$ cat src/rtl/draw_pkg.sv
// Shared types and board constants for the board redraw controller and RAM port mux.
// No logic; latency and backpressure are defined by the modules that import it.
package draw_pkg;

    localparam int BOARD_W     = 10;
    localparam int BOARD_H     = 24;
    localparam int HIDDEN_ROWS = 4;
    localparam int ADDR_W      = 8;
    localparam int COLOR_W     = 6;

    localparam int LOGIC_BURST_MAX_DEF = 64;
    localparam int DRAW_TIMEOUT_DEF    = 4095;

    typedef enum logic [1:0] {
        ST_IDLE  = 2'd0,
        ST_LOGIC = 2'd1,
        ST_START = 2'd2,
        ST_DRAW  = 2'd3
    } state_e;

    typedef enum logic [1:0] {
        OWN_NONE  = 2'd0,
        OWN_LOGIC = 2'd1,
        OWN_DRAW  = 2'd2
    } owner_e;

endpackage

$ cat src/rtl/board_draw_ctrl_if.sv
// Signal bundle between game logic / drawer / board RAM and the redraw controller.
// master = surrounding system, slave = board_draw_ctrl.
interface board_draw_ctrl_if;
    import draw_pkg::*;

    logic               redraw_req;
    logic               logic_req;
    logic [ADDR_W-1:0]  logic_addr;
    logic [COLOR_W-1:0] logic_data;
    logic               logic_wren;
    logic               logic_grant;
    logic [ADDR_W-1:0]  draw_addr;
    logic               draw_finished;
    logic               draw_enable;
    logic [ADDR_W-1:0]  ram_addr;
    logic [COLOR_W-1:0] ram_data;
    logic               ram_wren;
    logic               plot;
    logic               busy;
    logic               draw_error;

    modport master (
        output redraw_req, logic_req, logic_addr, logic_data, logic_wren,
        output draw_addr, draw_finished,
        input  logic_grant, draw_enable, ram_addr, ram_data, ram_wren,
        input  plot, busy, draw_error
    );

    modport slave (
        input  redraw_req, logic_req, logic_addr, logic_data, logic_wren,
        input  draw_addr, draw_finished,
        output logic_grant, draw_enable, ram_addr, ram_data, ram_wren,
        output plot, busy, draw_error
    );

endinterface

$ cat src/rtl/ram_port_mux.sv
// Combinational selection of board RAM address/data/write-enable by current owner.
// Zero latency; no backpressure, the owner is decided upstream.
module ram_port_mux
    import draw_pkg::*;
(
    input  owner_e             owner_i,
    input  logic [ADDR_W-1:0]  logic_addr_i,
    input  logic [COLOR_W-1:0] logic_data_i,
    input  logic               logic_wren_i,
    input  logic [ADDR_W-1:0]  draw_addr_i,
    output logic [ADDR_W-1:0]  ram_addr_o,
    output logic [COLOR_W-1:0] ram_data_o,
    output logic               ram_wren_o
);

    always_comb begin
        ram_addr_o = '0;
        ram_data_o = '0;
        ram_wren_o = 1'b0;
        case (owner_i)
            OWN_LOGIC: begin
                ram_addr_o = logic_addr_i;
                ram_data_o = logic_data_i;
                ram_wren_o = logic_wren_i;
            end
            // The drawer only reads the board.
            OWN_DRAW: ram_addr_o = draw_addr_i;
            default: ;
        endcase
    end

endmodule

$ cat src/rtl/board_draw_ctrl.sv
// Redraw sequencer and single-port board RAM arbiter between game logic and drawer.
// Request-to-START is 2 cycles; logic bursts are preempted after LOGIC_BURST_MAX cycles when a redraw waits.
module board_draw_ctrl
    import draw_pkg::*;
#(
    parameter int LOGIC_BURST_MAX = LOGIC_BURST_MAX_DEF,
    parameter int DRAW_TIMEOUT    = DRAW_TIMEOUT_DEF
) (
    input  logic              clk,
    input  logic              reset,
    board_draw_ctrl_if.slave  bus
);

    localparam int BW = $clog2(LOGIC_BURST_MAX + 1);
    localparam int TW = $clog2(DRAW_TIMEOUT + 1);

    state_e          state_q, state_d;
    logic            pending_q, pending_d;
    logic [BW-1:0]   burst_q, burst_d;
    logic [TW-1:0]   tmo_q, tmo_d;
    logic [TW-1:0]   tmo_inc;
    logic            draw_error_q, draw_error_d;
    logic            enter_start;
    owner_e          owner;

    always_ff @(posedge clk or posedge reset) begin
        if (reset) begin
            state_q      <= ST_IDLE;
            pending_q    <= 1'b0;
            burst_q      <= '0;
            tmo_q        <= '0;
            draw_error_q <= 1'b0;
        end else begin
            state_q      <= state_d;
            pending_q    <= pending_d;
            burst_q      <= burst_d;
            tmo_q        <= tmo_d;
            draw_error_q <= draw_error_d;
        end
    end

    always_comb begin
        state_d      = state_q;
        burst_d      = '0;
        tmo_d        = '0;
        draw_error_d = draw_error_q;
        tmo_inc      = tmo_q + TW'(1);
        case (state_q)
            ST_IDLE: begin
                if (bus.logic_req) begin
                    state_d = ST_LOGIC;
                end else if (pending_q) begin
                    state_d = ST_START;
                end
            end
            ST_LOGIC: begin
                burst_d = (burst_q == BW'(LOGIC_BURST_MAX)) ? burst_q : burst_q + BW'(1);
                if (!bus.logic_req) begin
                    state_d = ST_IDLE;
                end else if (pending_q && (burst_q >= BW'(LOGIC_BURST_MAX - 1))) begin
                    state_d = ST_START;
                end
            end
            ST_START: state_d = ST_DRAW;
            ST_DRAW: begin
                tmo_d = tmo_inc;
                // The first two cycles may still see finished from the previous run.
                if ((tmo_q >= TW'(2)) && bus.draw_finished) begin
                    state_d = ST_IDLE;
                end else if (tmo_inc == TW'(DRAW_TIMEOUT)) begin
                    draw_error_d = 1'b1;
                    state_d      = ST_IDLE;
                end
            end
            default: state_d = ST_IDLE;
        endcase
        if (state_d != ST_LOGIC) burst_d = '0;
        if (state_d != ST_DRAW)  tmo_d   = '0;
    end

    assign enter_start = (state_d == ST_START) && (state_q != ST_START);
    assign pending_d   = bus.redraw_req | (pending_q & ~enter_start);

    always_comb begin
        owner = OWN_NONE;
        if (state_q == ST_LOGIC)     owner = OWN_LOGIC;
        else if (state_q == ST_DRAW) owner = OWN_DRAW;
    end

    ram_port_mux u_mux (
        .owner_i      (owner),
        .logic_addr_i (bus.logic_addr),
        .logic_data_i (bus.logic_data),
        .logic_wren_i (bus.logic_wren),
        .draw_addr_i  (bus.draw_addr),
        .ram_addr_o   (bus.ram_addr),
        .ram_data_o   (bus.ram_data),
        .ram_wren_o   (bus.ram_wren)
    );

    assign bus.logic_grant = (state_q == ST_LOGIC);
    assign bus.draw_enable = (state_q == ST_START);
    assign bus.plot        = (state_q == ST_DRAW) && !bus.draw_finished;
    assign bus.busy        = (state_q != ST_IDLE);
    assign bus.draw_error  = draw_error_q;

endmodule

$ cat src/flat_wrapper.sv
// flat-port wrapper written by rule: the top's interface ports become plain ports
module board_draw_ctrl_flat import draw_pkg::*;
#(
    parameter int LOGIC_BURST_MAX = LOGIC_BURST_MAX_DEF,
    parameter int DRAW_TIMEOUT    = DRAW_TIMEOUT_DEF
)
  (clk, reset, bus_redraw_req, bus_logic_req, bus_logic_addr, bus_logic_data, bus_logic_wren, bus_draw_addr, bus_draw_finished, bus_logic_grant, bus_draw_enable, bus_ram_addr, bus_ram_data, bus_ram_wren, bus_plot, bus_busy, bus_draw_error);
  board_draw_ctrl_if bus_i ();
  input  logic clk;
  input  logic reset;
  input wire logic [$bits(bus_i.redraw_req)-1:0] bus_redraw_req;
  input wire logic [$bits(bus_i.logic_req)-1:0] bus_logic_req;
  input wire logic [$bits(bus_i.logic_addr)-1:0] bus_logic_addr;
  input wire logic [$bits(bus_i.logic_data)-1:0] bus_logic_data;
  input wire logic [$bits(bus_i.logic_wren)-1:0] bus_logic_wren;
  input wire logic [$bits(bus_i.draw_addr)-1:0] bus_draw_addr;
  input wire logic [$bits(bus_i.draw_finished)-1:0] bus_draw_finished;
  output wire logic [$bits(bus_i.logic_grant)-1:0] bus_logic_grant;
  output wire logic [$bits(bus_i.draw_enable)-1:0] bus_draw_enable;
  output wire logic [$bits(bus_i.ram_addr)-1:0] bus_ram_addr;
  output wire logic [$bits(bus_i.ram_data)-1:0] bus_ram_data;
  output wire logic [$bits(bus_i.ram_wren)-1:0] bus_ram_wren;
  output wire logic [$bits(bus_i.plot)-1:0] bus_plot;
  output wire logic [$bits(bus_i.busy)-1:0] bus_busy;
  output wire logic [$bits(bus_i.draw_error)-1:0] bus_draw_error;
  assign bus_i.redraw_req = bus_redraw_req;
  assign bus_i.logic_req = bus_logic_req;
  assign bus_i.logic_addr = bus_logic_addr;
  assign bus_i.logic_data = bus_logic_data;
  assign bus_i.logic_wren = bus_logic_wren;
  assign bus_i.draw_addr = bus_draw_addr;
  assign bus_i.draw_finished = bus_draw_finished;
  assign bus_logic_grant = bus_i.logic_grant;
  assign bus_draw_enable = bus_i.draw_enable;
  assign bus_ram_addr = bus_i.ram_addr;
  assign bus_ram_data = bus_i.ram_data;
  assign bus_ram_wren = bus_i.ram_wren;
  assign bus_plot = bus_i.plot;
  assign bus_busy = bus_i.busy;
  assign bus_draw_error = bus_i.draw_error;
  board_draw_ctrl #(.LOGIC_BURST_MAX(LOGIC_BURST_MAX), .DRAW_TIMEOUT(DRAW_TIMEOUT)) u_core (.clk(clk), .reset(reset), .bus(bus_i));
endmodule
$ cat config.mk
export PLATFORM = sky130hd
export DESIGN_NAME = board_draw_ctrl_flat
export DESIGN_NICKNAME = d
export VERILOG_FILES = /design/src/rtl/draw_pkg.sv /design/src/rtl/board_draw_ctrl_if.sv /design/src/rtl/ram_port_mux.sv /design/src/rtl/board_draw_ctrl.sv /design/src/flat_wrapper.sv
export SDC_FILE = /design/constraint.sdc
export NUM_CORES = 1
export LEC_CHECK = 0
export BUFFER_PORTS_ARGS = -buffer_cell sky130_fd_sc_hd__buf_2
export CORE_ASPECT_RATIO = 1.1
export CORE_MARGIN = 3
export CORE_UTILIZATION = 25
export CTS_BUF_LIST = sky130_fd_sc_hd__clkbuf_4 sky130_fd_sc_hd__clkbuf_8 sky130_fd_sc_hd__clkbuf_16
export DETAILED_ROUTE_END_ITERATION = 16
export GPL_ROUTABILITY_DRIVEN = 0
export MAX_ROUTING_LAYER = met4
export SLEW_MARGIN = 30
export SYNTH_ARGS = -nofsm -noshare
export SYNTH_HDL_FRONTEND = slang
export SYNTH_HIERARCHICAL = 1
export SYNTH_SLANG_ARGS = --single-unit
$ cat constraint.sdc
create_clock -name clk -period 3.3 [get_ports clk]
set_clock_uncertainty 0.1 [all_clocks]
set_input_delay 0.165 -clock clk [delete_from_list [all_inputs] [get_ports clk]]
set_output_delay 0.165 -clock clk [all_outputs]
set_load 0.01 [all_outputs]
== Word level (Yosys, flattened, before mapping) ==
Cells that the tools add are included.
Storage, ports and cells
  register bits: 23
  output and inout port bits: 20
  word-level logic and storage cells: 50
Operators by class
  add/subtract/negate cells: 2
  $lt $le $gt $ge: 2
  equal/unequal tests: 12
  mux-type cells: 17
  bitwise logic cells: 4
  reductions and logical operators: 8
Operators with widths (count)
  2-to-1 mux 12 bit: 2
  2-to-1 mux 7 bit: 3
  2-to-1 mux 2 bit: 8
  case mux 8 bit (2 select lines): 1
  adder 12 x 1 -> 12 bit (second input constant): 1
  equality test 12 bit (second input constant): 1
  greater-or-equal comparator 12 x 2 -> 1 bit (second input constant): 1
  equality test 2 bit (second input constant): 4
  case mux 2 bit (4 select lines): 1
  adder 7 x 1 -> 7 bit (second input constant): 1
  equality test 7 bit (second input constant): 1
  greater-or-equal comparator 7 x 6 -> 1 bit (second input constant): 1
  2-to-1 mux 6 bit: 1
  equality test 2 x 1 -> 1 bit (second input constant): 2
  logical AND 1 bit: 4
  != test 2 bit (second input constant): 2
  != test 3 bit (second input constant): 1
  AND reduction 3 bit: 1
  zero test 2 bit: 1
  != test 2 x 1 -> 1 bit (second input constant): 1
  NOT 1 bit: 2
  nonzero test 2 bit: 1
  bitwise AND 1 bit: 1
  zero test 1 bit: 1
  2 further kinds: 2

== Logic depth before layout (Yosys ltp) ==
Gate-level depths: netlist (run 1).
  depth after elaboration: 10
  mapped depth: 8
  gate-level depth less buffers: 7

== Hierarchy ==
Netlist (run 1), hierarchy kept.
Modules (own cells, without submodules)
  board_draw_ctrl: times used 1, cells an instance 137, area an instance 1281.2 um2, seq. area each 575.6 um2
  ram_port_mux: times used 1, cells an instance 30, area an instance 224.0 um2, seq. area each 0.0 um2

== Worst setup path after synthesis (run 1) ==
OpenSTA, ideal clock, no wires.
  path type: reg2reg
  start: reg u_core.tmo_q[1]
  end: reg u_core.state_q[0]
  arrival time: 1.897 ns
  required time: 3.077 ns
  path slack: 1.180 ns
  cell stages (with the launch flop): 7
  cells stage by stage: dfrtp_1 -> ha_1 -> xnor2_1 -> or4_4 -> o41ai_4 -> buf_6 -> nand2_1
Between the ends
  cells in the longest elaborated chain, start to end: 5
  elaborated cells between the ends (all ways): 7
  those cells by class: add/sub: 1; order compare: 1; eq/ne: 1; mux: 3; reduce/logical: 1
Ends and longest elaborated chain
  from (decl): RTL line board_draw_ctrl.sv:20  | logic [TW-1:0] tmo_q, tmo_d;
  from (signal assigned): RTL line board_draw_ctrl.sv:37  | tmo_q <= tmo_d;
  adder 12 x 1 -> 12 bit: RTL line board_draw_ctrl.sv:47  | tmo_inc = tmo_q + TW'(1);
  equality test 12 bit: RTL line board_draw_ctrl.sv:70  | end else if (tmo_inc == TW'(DRAW_TIMEOUT)) begin
  2-to-1 mux 2 bit: RTL line board_draw_ctrl.sv:70
  2-to-1 mux 2 bit *: RTL line board_draw_ctrl.sv:68  | if ((tmo_q >= TW'(2)) && bus.draw_finished) begin
  case mux 2 bit (4 select lines) *: RTL line board_draw_ctrl.sv:48  | case (state_q)
  named net u_core.state_d[0]: RTL line board_draw_ctrl.sv:17  | state_e state_q, state_d;
  to (signal assigned): RTL line board_draw_ctrl.sv:34  | state_q <= state_d;
  to (decl): RTL line board_draw_ctrl.sv:17
Mark *: on every way through the listed nets, which the timed path passes. The rest lies on a longest branch.
A chain may end at the register's enable or synchronous reset.

== Worst setup path in the final report (run 1) ==
  start: reg u_core.tmo_q[0]
  end: reg u_core.tmo_q[5]
Between the ends
  cells in the longest elaborated chain, start to end: 7
  elaborated cells between the ends (all ways): 10
  those cells by class: add/sub: 1; order compare: 1; eq/ne: 2; mux: 5; reduce/logical: 1
Ends and longest elaborated chain
  adder 12 x 1 -> 12 bit: RTL line board_draw_ctrl.sv:47
  equality test 12 bit: RTL line board_draw_ctrl.sv:70
  2-to-1 mux 2 bit: RTL line board_draw_ctrl.sv:70
  2-to-1 mux 2 bit: RTL line board_draw_ctrl.sv:68
  case mux 2 bit (4 select lines): RTL line board_draw_ctrl.sv:48
  != test 2 bit: RTL line board_draw_ctrl.sv:78  | if (state_d != ST_DRAW) tmo_d = '0;
  2-to-1 mux 12 bit *: RTL line board_draw_ctrl.sv:78
  named net u_core.tmo_d[5]: RTL line board_draw_ctrl.sv:20
Marks and branches as above.

==> results of run 1 <==
## critical path, stage by stage (launching register included)
cell and delay, ps:
dfrtp_1 430, ha_1 240, xnor2_1 150, or4_4 510, o41ai_4 770, nor2_1 110
## repair_timing
| item | 4_1_cts | 5_1_grt |
|---|---|---|
| hold buffers | 1 | 1 |
| hold endpoints to repair | 1 | 23 |
| setup endpoints to repair | 0 | 0 |
## flip-flops by register name, indices dropped and copies added, names as in the netlist
name                   flops
u_core/tmo_q              12
u_core/burst_q             7
u_core/state_q             2
u_core/bus.draw_error      1
u_core/pending_q           1
## final cells by class
| cell class | count | share of cell area |
|---|---|---|
| sequential | 23 | 0.309 |
| multi-input combinational | 128 | 0.455 |
| inverter | 11 | 0.0222 |
| timing repair buffer | 49 | 0.137 |
| clock inverter | 1 | 0.00269 |
| clock buffer | 3 | 0.0222 |
| tap | 77 | 0.0517 |
## metrics by stage
step,total power [W],area (um2),instances,hold WS [ps],utilization
4_1_cts,0.00109,1850,291,10.6,0.319
5_1_grt,0.00116,1860,292,265,0.321
6_report,0.00108,1860,292,221,0.321
3_5_place_dp,0.000916,1800,286,269,0.309
2_1_floorplan,0.000772,1510,167,66.9,-
3_3_place_gp,0.000900,1800,286,259,0.309
## synthesized netlist by cell type, drive strengths merged (2+ instances only)
library cell / count / area, um2
a21o: 2 / 15.0
o22a: 2 / 17.5
nand4: 3 / 18.8
xor2: 7 / 61.3
dfrtp: 23 / 576
nand3: 8 / 40.0
inv: 11 / 41.3
ha: 7 / 87.6
nor4: 3 / 18.8
xnor2: 7 / 61.3
o22ai: 2 / 12.5
nor3: 4 / 20.0
a21oi: 5 / 25.0
buf: 3 / 33.8
nor2b: 4 / 25.0
and2: 7 / 52.6
clkbuf: 2 / 7.51
a22oi: 8 / 75.1
nor2: 33 / 131
nand2b: 3 / 18.8
or2: 2 / 12.5
nand2: 9 / 33.8
## cell usage in the layout (no fill, tap or decap), types with 2 or more instances in the layout
cell type / n
nor3_1: 4
clkbuf_8: 3
dfrtp_1: 23
nor2_2: 3
a22oi_2: 3
o22ai_1: 2
o22a_1: 2
nand4_1: 3
dlygate4sd3_1: 2
a21oi_1: 5
nor2b_1: 4
or2_2: 2
nand2_1: 9
nor4_1: 3
xnor2_1: 7
and2_2: 7
a21o_1: 2
a22oi_1: 5
buf_2: 47
nand3_1: 8
inv_1: 10
ha_1: 7
nand2b_1: 3
xor2_1: 7
nor2_1: 30
## layer usage
| metal | vias to the layer above | GRT usage | routed length [um] |
|---|---|---|---|
| met5 | - | - | 0 |
| met4 | 0 | 0.0369 | 40 |
| met3 | 4 | 0.0124 | 60 |
| met2 | 14 | 0.180 | 1850 |
| met1 | 612 | 0.122 | 1510 |
| li1 | 663 | - | - |
## worst max-delay path by stage
stage | start | depth (start not counted) | slack, ps | endpoint
floorplan | u_core/tmo_q[1] | 6 | 1180 | u_core/state_q[0]
global placement | u_core/tmo_q[0] | 5 | 900 | u_core/tmo_q[10]
detailed placement | u_core/tmo_q[0] | 5 | 840 | u_core/tmo_q[4]
CTS | u_core/tmo_q[0] | 5 | 830 | u_core/tmo_q[4]
global route | u_core/tmo_q[1] | 6 | 720 | u_core/state_q[1]
finish | u_core/tmo_q[0] | 5 | 850 | u_core/tmo_q[5]
## cells by family (layout without fill, tap and decap cells)
group	Yosys count	count (layout)
muxes	1	1
adders and majority gates	7	7
buffers and inverters	16	64
DFF	23	23
AOI/OAI and AO/OA	24	24
and+or+nand+nor	82	82
xor gates and xnor gates	14	14
## report_power, final
part / total (W) / switching (W) / internal [W]
clock: 0.000171 / 0.0000868 / 0.0000841
combinational: 0.000553 / 0.000322 / 0.000231
sequential: 0.000359 / 0.0000464 / 0.000313
total: 0.00108 / 0.000455 / 0.000628
==> summary.md, run 1 <==
| Metric | Value |
|---|---|
| Status | finished clean |
| Cts repair resizes | 0 |
| Largest family of logic cells by synthesized area | simple AND/OR/NAND/NOR gates |
| Critical Path RT | 3320 ps |
| Filler cells | 630 |
| Worst Reg-to-Reg Cells | 5 |
| TNS Setup | 0 ps |
| Number of global-route vias before repair | 1225 |
| Rows | 29 |
| I/O Buffers | 47 |
| Synth Cell Area | 1510 um2 |
| CORE AREA | 5810 um2 |
| Synth Area in Simple Gates | 0.281 |
| Htree depth | 1 |
| Crit-path max FO | 13 |
| Multi-input gate area | 847 um2 |
| Slew of the pin with the lowest slew margin | 836 ps |
| FFs w/ async S/R, synth | 1.00 |
| Unrepaired setup endpoints after global routing | no |
| Chip height | 87.4 um |
| Top_reg_cell synth | dfrtp_1 |
| Register area | 576 um2 |
| CTS tree | built |
| Post-synth EDFFs | 0 |
| Final WL | 3460 um |
| Post CTS Setup Buffer Count | 0 |
| Vias per cell | 4.43 |
| Number of inserted diodes | 0 |
| Worst EP arrival | 2470 ps |
| Total grt overflow | 0 |
| Net count after synthesis | 202 |
| Warnings, synthesis | 6 |
| Layout cells sized above 1 | 0.321 |
| Reg clk slew, reported paths | 80 ps |
| Hold Vio Cnt, Final | 0 |
| Final nets | 251 |
| Reg2Reg Launch Point | u_core/tmo_q[0] |
| Antenna violations before repair | 0 |
| Starting Density | 0.259 |
| CTS Buffer Depth | 2 |
| # Max-Cap Violations | 0 |
| Final setup violation count | 0 |
| DIE AREA | 6990 um2 |
| Routed vias | 1293 |
| Post-synthesis adder-cell area fraction | 0.0582 |
| Syn Area/Cell | 9.01 um2 |
| Tcrit/Tclk final | 0.743 |
| Seq/Total Area, Yosys | 0.382 |
| Pleak | 0.880 nW |
| Cells after Synth | 167 |
| Worst R2R End | u_core/tmo_q[5] |
| Root Buffer | clkbuf_8 |
| Slew Viols, Final | 0 |
| DPL Wire Length | 2670 um |
| GRT Util Overall | 0.103 |
| XOR/XNOR Fraction of Synth Area | 0.0815 |
| Pwr per Cell Area | 582 nW/um2 |
| Largest net degree at the start of global routing | 24 |
| Post-synthesis mux area share | 0.00748 |
| Worst slack, placed | 842 ps |
| Hold Crit Endpoint | u_core/state_q[0] |
| Worst Setup Path Type | flop to flop |
| Die span in x | 80.0 um |
| Fmax achieved | 408 MHz |
| Worst Setup Slack, final | 847 ps |
| First-pass GRT wire length | 5590 um |
| Max IR drop VDD | 0.288 mV |
| Hold crit path type | input pin to flop |
| CTS Buf Count | 3 |
| Area delta synth->final | 23.7% |
| Crit end category | flop |
| Antenna-violating nets left | 0 |
| WL/cell | 11.8 um |
| Critical Path Start Type | flop |
| # IOs | 48 |
| Relative slew slack | 0.439 |
| Tmin final | 2450 ps |
| Drt first pass iters | 4 |
| Number of distinct library cells after synthesis | 36 |
| Clk sink count | 23 |
| Hold Startpoint | bus_logic_req |
| WHS Path Cells | 5 |
| Skew-Pair Late Insertion Delay | 260 ps |
| Synth Area in Compound Gates | 0.135 |
| Register bit count reported by yosys | 23 |
| DRC Markers | 0 |
| DR iter-0 viols | 32 |
| R2R setup slack | 850 ps |
No activity file was read; power rests on OpenSTA's default activity.
==> run 2: changes to the inputs <==
==> constraint.sdc (replaced) <==
create_clock -name clk -period 2.3 [get_ports clk]
set_clock_uncertainty 0.1 [all_clocks]
set_input_delay 0.115 -clock clk [delete_from_list [all_inputs] [get_ports clk]]
set_output_delay 0.115 -clock clk [all_outputs]
set_load 0.01 [all_outputs]
==> run 2 against run 1 <==
  * Sequential share of layout area shrank 0.56 points
  * Routed wire length increased by 2.5%
  * Utilization up 0.67 points
  * Worst setup slack got worse by 730 ps
  * Cell count increased by 1.0%
  * Global-route usage grew 0.76 points
  * First-iteration DRC count rose by 38%
  * Via count grew 1.0%
  * Sequential cell count unchanged
  * Register-to-register slack lost 730 ps
==> summary.md, run 2 (synthesis results as in run 1) <==
| Metric | Value |
|---|---|
| Largest reg by FF count | u_core/tmo_q |
| Hold Vio Cnt, Final | 0 (unchanged) |
| Worst Setup Path Type | flop to flop |
| Slew Viols, Final | 0 (unchanged) |
| Layout cells sized above 1 | 0.349 (+0.0277) |
| Reg2Reg Launch Point | u_core/tmo_q[0] |
| Placed Cells | 289 (+1.0%) |
| Tmin final | 2180 ps (-271 ps) |
| CTS tree | built |
| Hold crit path type | input pin to flop |
| Max IR drop VDD | 0.316 mV (+10%) |
| Final nets | 254 (+1.2%) |
| Routed vias | 1306 (+1.0%) |
| DR iter-0 viols | 44 (+38%) |
| Crit-path max FO | 7 (-6) |
| Crit-path cells | ha_1 > xnor2_1 > or4_4 > o41ai_4 > buf_4 > nor2_1 |
| Reg clk slew, reported paths | 80 ps (about the same) |
| WL/cell | 12.0 um (+1.4%) |
| Post-layout instance area | 1900 um2 (+2.1%) |
| DIE AREA | 6990 um2 (unchanged) |
| Total grt overflow | 0 (unchanged) |
| Hold Startpoint | bus_logic_req |
| Net switching power | 0.000647 W (+42%) |
| Dpl cell area | 1820 um2 (+1.3%) |
| I/O Buffers | 47 (unchanged) |
| Pint | 0.000925 W (+47%) |
| Tcrit/Tclk final | 0.949 (+0.205) |
| Worst path slowest cell | or4_4 |
| Critical Path Start Type | flop |
| GRT Util Overall | 0.111 (+0.00761) |
| Max reg flops | 12 (unchanged) |
| Share of total power in sequential cells | 0.327 (-0.005) |
| Comb pwr share | 0.513 (+0.003) |
| Drt first pass iters | 4 (unchanged) |
| Clock Power Share | 0.159 (about the same) |
| TNS Setup | 0 ps (unchanged) |
| Number of inserted diodes | 0 (unchanged) |
| DRC Markers | 0 (unchanged) |
| Unrepaired setup endpoints after global routing | no |
| Metal-1 WL | 1510 um (-0.46%) |
| Fin util | 0.327 (+0.00668) |
| # Max-Cap Violations | 0 (unchanged) |
| Chip height | 87.4 um (unchanged) |
| Critical Path RT | 2350 ps (-970 ps) |
| Root Buffer | clkbuf_8 |
| Die span in x | 80.0 um (unchanged) |
| Non-Filler Instances | 295 (+1.0%) |
| Relative slew slack | 0.443 (+0.00362) |
| WL met2 | 1920 um (+4.1%) |
| Top routing layer in use | met4 |
| Max incr delay on CP | 510 ps (-260 ps) |
| Final setup violation count | 0 (unchanged) |
| Clk sink count | 23 (unchanged) |
| Worst path top cell family by delay | simple AND/OR/NAND/NOR gates |
| Antenna-violating nets left | 0 (unchanged) |
| Most used cells in the layout excluding fill and tap cells | 47 x buf_2, 30 x nor2_1, 22 x dfrtp_1, 10 x inv_1, 9 x nand2_1 |
| Slew of the pin with the lowest slew margin | 830 ps (-5.40 ps) |
| Starting Density | 0.259 (unchanged) |
| Skew-Pair Late Insertion Delay | 260 ps (about the same) |
| Vias per cell | 4.43 (about the same) |
| Pwr per Cell Area | 827 nW/um2 (+42%) |
| Final WL | 3550 um (+2.5%) |
| CTS Buffer Depth | 2 (unchanged) |
| Filler cells | 630 (unchanged) |
| CORE AREA | 5810 um2 (unchanged) |
| Worst EP arrival | 2230 ps (-240 ps) |
| Largest net degree at the start of global routing | 24 (unchanged) |
| Area delta synth->final | 26.3% |
| Antenna violations before repair | 0 (unchanged) |
| Pleak | 0.893 nW (+1.4%) |
| Sw Ratio | 0.411 (-0.00887) |
| Hold slack | 168 ps (-52.5 ps) |
| Status | finished clean |
| Top Registers | u_core/tmo_q x12, u_core/burst_q x7, u_core/state_q x2 |
| Crit path from | u_core/tmo_q[0] |
| # IOs | 48 (unchanged) |
| Crit path buffers/inverters | 1 (+1) |
| Fmax achieved | 458 MHz (+12%) |
| DPL Wire Length | 2730 um (+2.2%) |
| Number of global-route vias before repair | 1336 (+9.1%) |
| R2R setup slack | 120 ps (-730 ps) |
| Met3 wire length | 69 um (+15%) |
| CTS Buf Count | 3 (unchanged) |
| First-pass GRT wire length | 6080 um (+8.7%) |
| Htree depth | 1 (unchanged) |
| Crit end category | flop |
| Rows | 29 (unchanged) |
| Most common cell after layout, fill and taps aside | buf_2 |
==> run 2: metal layers <==
layer,vias to the layer above,GRT usage
met2,17,0.195
li1,669,-
met5,-,-
met4,0,0.0384
met1,614,0.129
met3,6,0.0145
==> run 2: area by class of cell <==
class                   count  area (um2)  area share
clock buffers               3        41.3      0.0217
repair buffers             52         278       0.146
clock inverters             1        5.00     0.00263
inverters                  11        41.3      0.0217
flip-flops and latches     23         577       0.303
well taps                  77        96.3      0.0507
multi-input cells         128         862       0.454
==> run 2: path summary, 6_finish.rpt <==
path                                         end  cells past startpoint
max                             u_core/tmo_q[11]                      6
min                            u_core/state_q[0]                      5
min in group asynchronous        u_core/tmo_q[8]                      3
min reg2reg                u_core/bus.draw_error                      1
max reg2reg                     u_core/tmo_q[11]                      6
max in group asynchronous        u_core/tmo_q[1]                      3
==> run 2: stage by stage <==
step	power, W	setup WS, ps
detailed placement	0.00133	133
finish	0.00157	118
CTS	0.00159	104
floorplan	0.00111	180
global route	0.00170	8.25
global placement	0.00132	172
==> run 2: power by group through the flow <==
stage	combinational, W	sequential, W	clock, W
global placement	0.000801	0.000519	0
floorplan	0.000603	0.000505	0
CTS	0.000817	0.000514	0.000263
detailed placement	0.000813	0.000522	0
finish	0.000807	0.000515	0.000250
global route	0.000892	0.000527	0.000279
==> run 2: tightest hold or removal path: stages <==
cell	delay [ps]
buf_2	90
inv_1	40
nor2_1	90
o22ai_1	100
nand2_1	70
==> run 2: repair_timing <==
item | in CTS | in global routing
hold buffers | 2 | 0
endpoints found under the hold margin | 24 | 0
gates resized for setup | 0 | 4
buffers inserted | 0 | 0
endpoints found under the setup margin | 0 | 13
==> run 3: changes to the inputs <==
--- a/config.mk
+++ b/config.mk
@@ -6,13 +6,15 @@
 export NUM_CORES = 1
 export LEC_CHECK = 0
 export BUFFER_PORTS_ARGS = -buffer_cell sky130_fd_sc_hd__buf_2
+export CAP_MARGIN = 0
 export CORE_ASPECT_RATIO = 1.1
 export CORE_MARGIN = 3
-export CORE_UTILIZATION = 25
+export CORE_UTILIZATION = 40
 export CTS_BUF_LIST = sky130_fd_sc_hd__clkbuf_4 sky130_fd_sc_hd__clkbuf_8 sky130_fd_sc_hd__clkbuf_16
 export DETAILED_ROUTE_END_ITERATION = 16
 export GPL_ROUTABILITY_DRIVEN = 0
 export MAX_ROUTING_LAYER = met4
+export PLACE_DENSITY = 0.65
 export SLEW_MARGIN = 30
 export SYNTH_ARGS = -nofsm -noshare
 export SYNTH_HDL_FRONTEND = slang
==> run 3 against run 2 <==
  * Die area fell by 35%
  * Sequential share of layout area is 0.97 points higher
  * Worst setup slack got worse by 15 ps
  * Power fell by 4.1%
  * Count of clock-buffer cells in the layout did not move
  * Via count fell by 0.23%
  * Register-to-register slack about the same
  * Combinational power is essentially flat
  * Final area down 3.1%
  * Critical path type unchanged
  * Largest cell class unchanged
==> summary.md, run 3 (synthesis results as in run 1) <==
| Metric | Value |
|---|---|
| Status | finished clean |
| Crit path from | u_core/tmo_q[0] |
| Pleak | 0.882 nW (-1.2%) |
| Skew-Pair Late Insertion Delay | 310 ps (+50 ps) |
| Tcrit/Tclk final | 0.955 (+0.00637) |
| Htree depth | 1 (unchanged) |
| Starting Density | 0.434 (+0.175) |
| Worst R2R End | u_core/state_q[1] |
| Area delta synth->final | 22.4% |
| TNS Setup | 0 ps (unchanged) |
| Routed vias | 1303 (-0.23%) |
| Relative slew slack | 0.454 (+0.0106) |
| Worst Setup Path Type | flop to flop |
| Number of inserted diodes | 0 (unchanged) |
| Worst path slowest cell | or4_4 |
| Unrepaired setup endpoints after global routing | no |
| Max reg flops | 12 (unchanged) |
| Worst Reg-to-Reg Cells | 6 (unchanged) |
| Most used cells in the layout excluding fill and tap cells | 47 x buf_2, 30 x nor2_1, 22 x dfrtp_1, 10 x inv_1, 9 x nand2_1 |
| Max incr delay on CP | 510 ps (about the same) |
| Worst path top cell family by delay | simple AND/OR/NAND/NOR gates |
| Max IR drop VDD | 0.414 mV (+31%) |
| Hold Vio Cnt, Final | 0 (unchanged) |
| Chip height | 70.3 um (-20%) |
| Most common cell after layout, fill and taps aside | buf_2 |
| CTS Buf Count | 3 (unchanged) |
| Rows | 22 (-24%) |
| Crit path buffers/inverters | 1 (unchanged) |
| Total grt overflow | 0 (unchanged) |
| DRC Markers | 0 (unchanged) |
| Pwr per Cell Area | 818 nW/um2 (-1.1%) |
| DPL Wire Length | 2460 um (-9.6%) |
| Layout cells sized above 1 | 0.346 (-0.00300) |
| First-pass GRT wire length | 5550 um (-8.7%) |
| Largest reg by FF count | u_core/tmo_q |
| Crit-path cells | ha_1 > xnor2_1 > or4_4 > o41ai_4 > buf_6 > nand2b_1 |
| Crit end category | flop |
| WL/cell | 12.1 um (+0.83%) |
| Final nets | 253 (-0.39%) |
| Top Registers | u_core/tmo_q x12, u_core/burst_q x7, u_core/state_q x2 |
| Final WL | 3210 um (-9.4%) |
| Total power draw | 0.00151 W (-4.1%) |
| Slew Viols, Final | 0 (unchanged) |
| CTS Buffer Depth | 2 (unchanged) |
| CTS tree | built |
| Post CTS Setup Buffer Count | 0 (unchanged) |
| GRT Util Overall | 0.152 (+0.0408) |
| CP Depth | 6 (unchanged) |
| Root Buffer | clkbuf_4 |
| I/O Buffers | 47 (unchanged) |
| Slew of the pin with the lowest slew margin | 814 ps (-15.8 ps) |
| Critical Path Start Type | flop |
| Crit path to | u_core/state_q[1] |
| Reg clk slew, reported paths | 120 ps (+40 ps) |
| CORE AREA | 3470 um2 (-40%) |
| Reg2Reg Launch Point | u_core/tmo_q[0] |
| DIE AREA | 4540 um2 (-35%) |
| Clk sink count | 23 (unchanged) |
| Number of global-route vias before repair | 1235 (-7.6%) |
| Die span in x | 64.5 um (-19%) |
| Tmin final | 2200 ps (+14.6 ps) |
| Antenna violations before repair | 0 (unchanged) |
| DR iter-0 viols | 81 (+84%) |
| Antenna-violating nets left | 0 (unchanged) |
| Crit-path max FO | 10 (+3) |
| Worst EP arrival | 2300 ps (+70 ps) |
| Final setup violation count | 0 (unchanged) |
| Hold crit path type | input pin to flop |
| Critical Path RT | 2410 ps (+60 ps) |
| # Max-Cap Violations | 0 (unchanged) |
| Drt first pass iters | 4 (unchanged) |
| # IOs | 48 (unchanged) |
| R2R setup slack | 100 ps (about the same) |
| Largest net degree at the start of global routing | 24 (unchanged) |
| Vias per cell | 4.92 (+11%) |
| Fmax achieved | 455 MHz (-0.67%) |
==> run 3: cell types whose count changed in the layout (fill, tap and decap cells not counted), sizes merged <==
cell and delta:
buf -1
==> run 3: worst min-delay path, cell delays in order <==
cell and delay [ps]:
buf_2 80, inv_1 40, nor2_1 80, o22ai_1 100, nand2_1 70
==> run 3: routing by layer <==
layer	up-vias	wire length, um	GRT usage
met5	-	0	-
met2	14	1680	0.247
li1	670	-	-
met4	0	15	0.0399
met3	2	82	0.0177
met1	617	1440	0.200
==> run 3: worst min path at each step <==
stage,depth (start not counted),slack [ps],endpoint,startpoint
3_5_place_dp,2,220,u_core/pending_q,bus_redraw_req
3_3_place_gp,2,210,u_core/pending_q,bus_redraw_req
4_1_cts,5,100,u_core/state_q[0],bus_logic_req
6_report,5,100,u_core/state_q[0],bus_logic_req
2_1_floorplan,1,20,u_core/burst_q[0],reset
5_1_grt,5,130,u_core/state_q[0],bus_logic_req
==> run 3: report_power, final <==
group	switching [W]	leakage, nW	internal [W]
Combinational	0.000447	0.556	0.000360
Sequential	0.0000653	0.309	0.000450
Clock	0.000120	0.0177	0.0000648
Total	0.000632	0.882	0.000875
==> run 3: through the flow <==
stage                     std cells  instance area, um2  hold slack [ps]  setup slack (ps)  utilization
final                           265                1840              102               103        0.531
after global routing            265                1840              128              12.7        0.531
after CTS                       265                1820             99.0              85.7        0.525
after detailed placement        259                1770              216               113        0.512
after global placement          259                1770              213               138        0.512
after floorplan                 167                1510             16.9               180            -
==> run 3: final cells by class <==
type / count / area (um2)
Timing Repair Buffer: 51 / 274
Tap cell: 48 / 60.1
Multi-Input combinational cell: 128 / 862
Inverter: 11 / 41.3
Clock buffer: 3 / 22.5
Clock inverter: 1 / 5.00
Sequential cell: 23 / 577
Fill cell: 354 / 1630
==> run 3: timing repair <==
| action | CTS | global route |
|---|---|---|
| hold endpoints to repair | 24 | 0 |
| hold buffers | 2 | 0 |
| gates resized for setup | 0 | 5 |
| endpoints found under the setup margin | 0 | 9 |
